===== src/rtl/sram_bus_arbiter.sv =====
// sram_bus_arbiter: shares one sram-like bus between the instruction port and
// the data port. Request phases are arbitrated (data over inst by default),
// outstanding transactions are tracked in an in-order ID FIFO, and responses
// are routed back to their originator. A flush cancels in-flight inst
// responses; data responses always complete.
// Optional feature macro: ARB_ROUND_ROBIN_EN (alternating grant when both
// ports request; default build uses fixed data-over-inst priority).
module sram_bus_arbiter #(
   parameter int unsigned OUTST_DEPTH = 4
) (
   input  logic        i_clk,
   input  logic        i_reset,
   // instruction port
   input  logic        i_inst_req,
   input  logic        i_inst_wr,
   input  logic [1:0]  i_inst_size,
   input  logic [31:0] i_inst_addr,
   input  logic [31:0] i_inst_wdata,
   output logic        o_inst_addr_ok,
   output logic        o_inst_data_ok,
   output logic [31:0] o_inst_rdata,
   // data port
   input  logic        i_data_req,
   input  logic        i_data_wr,
   input  logic [1:0]  i_data_size,
   input  logic [31:0] i_data_addr,
   input  logic [31:0] i_data_wdata,
   output logic        o_data_addr_ok,
   output logic        o_data_data_ok,
   output logic [31:0] o_data_rdata,
   // pipeline flush (exception or ertn)
   input  logic        i_flush,
   // shared bus
   output logic        o_bus_req,
   output logic        o_bus_wr,
   output logic [1:0]  o_bus_size,
   output logic [31:0] o_bus_addr,
   output logic [31:0] o_bus_wdata,
   input  logic        i_bus_addr_ok,
   input  logic        i_bus_data_ok,
   input  logic [31:0] i_bus_rdata
);

   localparam int unsigned PTR_W = (OUTST_DEPTH > 1) ? $clog2(OUTST_DEPTH) : 1;
   localparam int unsigned CNT_W = PTR_W + 1;

   // grant / FIFO id encoding: 0 = data port, 1 = inst port
   localparam logic GNT_DATA = 1'b0;
   localparam logic GNT_INST = 1'b1;

   // ID FIFO state
   logic [PTR_W-1:0]       r_rd_ptr;
   logic [PTR_W-1:0]       r_wr_ptr;
   logic [CNT_W-1:0]       r_count;
   logic [OUTST_DEPTH-1:0] r_fifo_id;
   logic [OUTST_DEPTH-1:0] r_fifo_disc;

   // request-phase lock: holds the grant while a request waits for addr_ok
   logic                   r_lock;
   logic                   r_grant_q;

`ifdef ARB_ROUND_ROBIN_EN
   // owner of the most recent accepted handshake
   logic                   r_last_grant;
`endif

   logic                   w_grant;
   logic                   w_gnt_req;
   logic                   w_full;
   logic                   w_bus_req;
   logic                   w_accept;
   logic                   w_pop;
   logic                   w_head_id;
   logic                   w_head_disc;
   logic [OUTST_DEPTH-1:0] w_valid;

   // grant selection: lock holds previous grant, otherwise priority/alternation
   always_comb begin
      w_grant = GNT_DATA;
      if (r_lock) begin
         w_grant = r_grant_q;
      end
`ifdef ARB_ROUND_ROBIN_EN
      else if (i_data_req && i_inst_req) begin
         w_grant = ~r_last_grant;
      end
`endif
      else if (i_data_req) begin
         w_grant = GNT_DATA;
      end
      else if (i_inst_req) begin
         w_grant = GNT_INST;
      end
   end

   // bus request fields are muxed from the granted requester
   always_comb begin
      if (w_grant == GNT_INST) begin
         w_gnt_req   = i_inst_req;
         o_bus_wr    = i_inst_wr;
         o_bus_size  = i_inst_size;
         o_bus_addr  = i_inst_addr;
         o_bus_wdata = i_inst_wdata;
      end else begin
         w_gnt_req   = i_data_req;
         o_bus_wr    = i_data_wr;
         o_bus_size  = i_data_size;
         o_bus_addr  = i_data_addr;
         o_bus_wdata = i_data_wdata;
      end
   end

   // handshake qualification; a full FIFO blocks requests with no pop bypass
   always_comb begin
      w_full      = (r_count == CNT_W'(OUTST_DEPTH));
      w_bus_req   = w_gnt_req && !w_full && !i_reset;
      w_accept    = w_bus_req && i_bus_addr_ok;
      w_pop       = i_bus_data_ok && (r_count != '0) && !i_reset;
      w_head_id   = r_fifo_id[r_rd_ptr];
      w_head_disc = r_fifo_disc[r_rd_ptr];
   end

   // occupancy of each FIFO slot, measured from the read pointer
   always_comb begin
      w_valid = '0;
      for (int i = 0; i < int'(OUTST_DEPTH); i++) begin
         w_valid[i] = ({1'b0, PTR_W'(PTR_W'(i) - r_rd_ptr)} < r_count);
      end
   end

   // port-facing handshakes and response routing
   always_comb begin
      o_bus_req      = w_bus_req;
      o_inst_addr_ok = w_accept && (w_grant == GNT_INST);
      o_data_addr_ok = w_accept && (w_grant == GNT_DATA);
      o_data_data_ok = w_pop && (w_head_id == GNT_DATA);
      o_inst_data_ok = w_pop && (w_head_id == GNT_INST) && !w_head_disc && !i_flush;
      o_inst_rdata   = i_bus_rdata;
      o_data_rdata   = i_bus_rdata;
   end

   // ID FIFO: push on accept, pop on response, flush marks pending inst entries
   always_ff @(posedge i_clk) begin
      if (i_reset) begin
         r_rd_ptr    <= '0;
         r_wr_ptr    <= '0;
         r_count     <= '0;
         r_fifo_id   <= '0;
         r_fifo_disc <= '0;
      end else begin
         if (i_flush) begin
            for (int i = 0; i < int'(OUTST_DEPTH); i++) begin
               if (w_valid[i] && (r_fifo_id[i] == GNT_INST) &&
                   !(w_pop && (PTR_W'(i) == r_rd_ptr))) begin
                  r_fifo_disc[i] <= 1'b1;
               end
            end
         end
         if (w_accept) begin
            r_fifo_id[r_wr_ptr]   <= w_grant;
            r_fifo_disc[r_wr_ptr] <= (w_grant == GNT_INST) ? i_flush : 1'b0;
            r_wr_ptr              <= r_wr_ptr + PTR_W'(1);
         end
         if (w_pop) begin
            r_rd_ptr <= r_rd_ptr + PTR_W'(1);
         end
         case ({w_accept, w_pop})
            2'b10:   r_count <= r_count + CNT_W'(1);
            2'b01:   r_count <= r_count - CNT_W'(1);
            default: r_count <= r_count;
         endcase
      end
   end

   // request lock: keep bus fields stable until the bus accepts
   always_ff @(posedge i_clk) begin
      if (i_reset) begin
         r_lock    <= 1'b0;
         r_grant_q <= GNT_DATA;
      end else if (i_flush && r_lock && (r_grant_q == GNT_INST)) begin
         r_lock <= 1'b0;
      end else if (w_bus_req && !i_bus_addr_ok) begin
         r_lock    <= 1'b1;
         r_grant_q <= w_grant;
      end else if (i_bus_addr_ok) begin
         r_lock <= 1'b0;
      end
   end

`ifdef ARB_ROUND_ROBIN_EN
   // remember who won the last accepted handshake
   always_ff @(posedge i_clk) begin
      if (i_reset) begin
         r_last_grant <= GNT_INST;
      end else if (w_accept) begin
         r_last_grant <= w_grant;
      end
   end
`endif

endmodule

===== config.mk =====
export PLATFORM = sky130hd
export DESIGN_NAME = sram_bus_arbiter
export DESIGN_NICKNAME = d
export VERILOG_FILES = /design/src/rtl/sram_bus_arbiter.sv
export SDC_FILE = /design/constraint.sdc
export NUM_CORES = 1
export LEC_CHECK = 0
export CORE_AREA = 2 2 120 122
export CTS_CLUSTER_DIAMETER = 80
export DETAILED_ROUTE_END_ITERATION = 8
export DIE_AREA = 0 0 122 124
export PLACE_DENSITY = 0.63
export SKIP_LAST_GASP = 1
export SYNTH_ARGS = -nofsm -noshare
export SYNTH_HDL_FRONTEND = slang
export SYNTH_SLANG_ARGS = --single-unit

===== constraint.sdc =====
create_clock -name i_clk -period 8.2 [get_ports i_clk]
set_input_delay 2.46 -clock i_clk [delete_from_list [all_inputs] [get_ports i_clk]]
set_output_delay 2.46 -clock i_clk [all_outputs]
set_load 0.01 [all_outputs]

; ---- After elaboration in Yosys (flattened, before gate mapping)
; Index checks and enable logic that the tools add are counted.
[word_totals]
in_bits = 173
ff_bits = 17
output_inout_bits = 136
elab_cells = 100
[classes]
eq_ne = 6
muxes = 27
n_reduce_logical = 42
addsub = 8
order_cmp = 7
bitwise = 3
[op_table]
columns = cell, count
row1 = two-way mux 32 bit, 2
row2 = logical AND 1 bit, 27
row3 = two-way mux 1 bit, 15
row4 = less-than comparator 2 x 3 -> 1 bit, 4
row5 = two-way mux 4 bit, 3
row6 = logical NOT 1 bit, 9
row7 = bitwise mux 4 bit, 2
row8 = less-than comparator 2 x 3 -> 1 bit (second input constant), 2
row9 = case mux 3 bit (2 select lines), 1
row10 = adder 2 x 1 -> 2 bit (second input constant), 2
row11 = binary-select mux 1 bit (select 2 bit), 2
row12 = equality test 2 bit (first input constant), 2
row13 = nonzero test 2 bit, 2
row14 = subtractor 1 x 2 -> 2 bit (first input constant), 2
row15 = subtractor 2 bit (first input constant), 2
row16 = adder 3 x 1 -> 3 bit (second input constant), 1
row17 = equality test 3 bit (second input constant), 1
row18 = NOT 1 bit, 3
row19 = nonzero test 3 bit, 1
row20 = subtractor 3 x 1 -> 3 bit (second input constant), 1
row21 = demux 1 bit (select 2 bit), 1
row22 = equality test 1 x 2 -> 1 bit (first input constant), 1
row23 = equality test 2 x 1 -> 1 bit (second input constant), 1
row24 = equality test 2 bit (second input constant), 1
row25 = other kinds (5), 5

; ---- Depth between registers and ports, before layout
[logic_depth]
ltp_word = 11
mapped_depth = 11
depth_no_buf = 10

; ---- Least setup slack after synthesis
; Ideal clock, no wire load.
[synth_timing]
path_kind = input -> output
from = input i_inst_req
to = output o_bus_addr[12]
required_ps = 5740
path_slack_ps = 2062
path_stages = 5
n_path_buf = 2
t_arrival_ps = 3678
cell_sequence = nor2b_1 mux2i_1 clkbuf_1 buf_2 mux2_2
[synth_between]
elab_chain_cells = 4
[synth_lines]
columns = item, line
row1 = start: declaration, 14  ; input logic i_inst_req,
row2 = two-way mux 1 bit, 91  ; else if (i_inst_req) begin
row3 = two-way mux 1 bit, 88  ; else if (i_data_req) begin
row4 = two-way mux 1 bit, 80  ; if (r_lock) begin
row5 = two-way mux 32 bit, 98  ; if (w_grant == GNT_INST) begin
row6 = end: declaration, 37  ; output logic [31:0] o_bus_addr,
; No other way between the ends.

; ---- Worst setup path after layout
[layout_timing]
from = input i_data_req
to = output o_inst_addr_ok
[layout_between]
elab_chain_cells = 7
[layout_lines]
columns = item, line
row1 = start: declaration, 23  ; input logic i_data_req,
row2 = two-way mux 1 bit, 88
row3 = two-way mux 1 bit, 80
row4 = two-way mux 1 bit, 98
row5 = logical AND 1 bit (2 in a row), 116  ; w_bus_req = w_gnt_req && !w_full && !i_reset;
row6 = logical AND 1 bit, 117  ; w_accept = w_bus_req && i_bus_addr_ok;
row7 = logical AND 1 bit (*), 134  ; o_inst_addr_ok = w_accept && (w_grant == GNT_INST);
row8 = end: declaration, 19  ; output logic o_inst_addr_ok,
; Every way passes the cells marked *; elsewhere a longest branch is shown, timed or not.

==> summary.txt <==
Worst setup path
  • Worst r2r src: r_count[2]
  • CP Data Arrival Time: about 4700 ps
  • Worst-path maximum fanout: 5
  • Worst setup SP type: input pin
  • Worst endpoint required time: roughly 5700 ps
  • Worst Setup End Kind: output port
  • CP startpoint: i_data_req
  • Crit Path Category: in2out

Power
  • Max VDD drop: between 0.05 and 0.06 mV
  • LEAKAGE: 0.001583 uW
  • Pwr Density: between 90 and 100 nW/um2
  • Power, Total: 413.3 uW

Synth
  • Seq/Total Area, Yosys: 0.1393
  • Mapped Nets: between 400 and 500
  • Yosys synthesis warning count: 0
  • Ys flop type: dfxtp_1
  • EDFF count, synth: 0
  • Seq cells post-synth: 17
  • Syn Inst Count: about 270
  • Cell taking the most area after synthesis: mux2_2
  • Synth Area per Inst: roughly 9 um2
  • Asr flop ratio synth: 0
  • Synthesized area: around 2400 um2
  • Netlist cell types: a little over 40
  • Top post-synthesis cells by area: mux2_2, buf_4, dfxtp_1
  • Top-area cell type share of the netlist area: 0.3088

CTS
  • CTS sink count: 17
  • CTS tree: yes
  • # resized after CTS: 0
  • Post-CTS Hold Fix Bufs: 0
  • CTS clk-pin slew, worst paths: roughly 50 ps
  • CTS max path bufs: 2
  • Post-CTS Setup Inserts: 0
  • Worst skew pair latency: about 250 ps
  • Cts bufs inserted: 3
  • # H-tree levels: 1
  • Clock root buffer master: clkbuf_16

Place
  • Gp weighted congestion: ~0.81
  • Post-Place Setup Slack: 973.0 ps
  • Inst Count DP: 583
  • DP HPWL: between 8 and 9 mm
  • IO Port Bufs: 212

Die
  • # IOs: between 300 and 400
  • Die Height: roughly 120 um
  • Core ar.: around 14000 um2
  • Initial Util: 0.1781
  • Die Wd: between 100 and 150 um
  • Die area: ~15000 um2
  • Num rows: 43

Route
  • Vias per inst: approximately 4.2
  • Via count: roughly 2400
  • WL final: 9.638 mm
  • Drt first pass iters: 4
  • Residual DRC: 0
  • Drt initial violations: 60
  • DR WL/cell: roughly 16 um
  • Routed Antenna Nets: 0

GRT
  • GRT overflow: 0
  • Vias in the first global route: 2545
  • Antenna violations before repair: 0
  • Largest net degree at the start of global routing: 76
  • GRT Total Usage: 0.1154
  • First-pass GRT wire length: between 10 and 15 mm

Final layout
  • Share of layout cells above drive strength 1: 0.2039
  • Final antenna diode count: 0
  • Final core utilization: 0.3178
  • Area Growth Syn to Fin: 78.44%
  • Finished Layout Cells: between 500 and 600
  • # nets final: ~600
  • Number of fillers in the final layout: 1437

Status
  • Status: finished clean

STA
  • Final Skew: 2.918 ps
  • RSZ-0062 raised after global routing: false
  • Crit share post-route: 0.8743
  • Slew @ Worst Pin: 419.6 ps
  • Final setup fails: 0
  • Final hold viol count: 0
  • Slew margin rel.: 0.7203
  • Min Clock Period, post-route: just over 7000 ps
  • Setup TNS Final: 0 ps
  • Final worst setup slack: approximately 1000 ps
  • Count of pins over their slew limit: 0
  • Fmax: 139.5 MHz

Run
  • Maximum capacitance violations: 0

Hold path
  • Worst hold path type: reg2reg
  • Hold Path Origin: r_fifo_disc[3]
cells in the mapped netlist, types with 4 or more instances:
cell	count
inv_1	16
buf_2	5
a311oi_1	4
a21oi_1	7
nor2_1	12
mux2_2	67
buf_4	64
dfxtp_1	17
ha_1	13
o211ai_1	4
clkbuf_1	4
a31oi_1	7
layout make-up:
| class | count | area (um2) | share of cell area |
|---|---|---|---|
| clock buffers | 3 | 75.07 | 0.01722 |
| clock inverters | 1 | 5.005 | 0.001148 |
| inverters | 17 | 63.81 | 0.01463 |
| multi-input cells | 154 | 1494 | 0.3426 |
| flip-flops and latches | 17 | 340.3 | 0.07805 |
| well taps | 180 | 225.2 | 0.05165 |
| repair buffers | 215 | 2157 | 0.4947 |
power by group:
| part | switching, uW | internal [uW] | leakage, uW |
|---|---|---|---|
| Combinational | 76.0 | 145 | 0.00140 |
| Sequential | 6.50 | 86.6 | 0.000138 |
| Clock | 33.7 | 65.3 | 0.0000409 |
placed cells by master (no fill, tap or decap), types with 4 or more instances in the layout:
cell type,netlist,final
clkdlybuf4s50_1,0,212
mux2_2,67,67
dfxtp_1,17,17
inv_1,16,16
ha_1,13,13
nor2_1,12,12
a21oi_1,7,7
a31oi_1,7,7
o211ai_1,4,4
a311oi_1,4,4
registers in the layout, summed over array words and instances (netlist names):
register / flops
r_rd_ptr: 2
r_grant_q: 1
r_fifo_disc: 4
r_count: 3
r_wr_ptr: 2
r_lock: 1
r_fifo_id: 4
metrics by stage:
stage          area [um2]  hold slack (ps)
3_5_place_dp         4280            486.1
4_1_cts              4360            497.7
2_1_floorplan        2444            458.6
3_3_place_gp         4280            475.1
5_1_grt              4360            522.7
6_report             4360            495.3
cell families after synthesis:
kind of cell / synth area share
adders and majority gates: 0.07476
and+or+nand+nor: 0.05888
xor gates and xnor gates: 0.01075
DFF: 0.1393
buffers and inverters: 0.2545
muxes: 0.3395
AOI/OAI and AO/OA: 0.1224
routing by layer:
layer  up-vias  routed length, um  GRT usage  share of wire
met2       153               4583     0.1837           0.48
li1       1168                  -          -              -
met5         -                  0          0              0
met3        11               1534    0.07143           0.16
met4         0                134    0.03592          0.014
met1      1111               3386     0.1276           0.35
critical path: stages:
cell and delay (ps):
clkdlybuf4s50_1 520, mux2i_1 100, a2111o_1 480, nor2_1 270, inv_1 140, nor2_1 170, clkdlybuf4s50_1 570
worst paths after layout:
path	end	slack [ps]	depth (start not counted)
setup / recovery	o_inst_addr_ok	1030	7
hold / removal	r_fifo_disc[3]	500	2
setup reg to reg	r_count[2]	5540	10
hold reg to reg	r_fifo_disc[3]	500	2
Note: power is estimated with default switching activity, not from simulation.
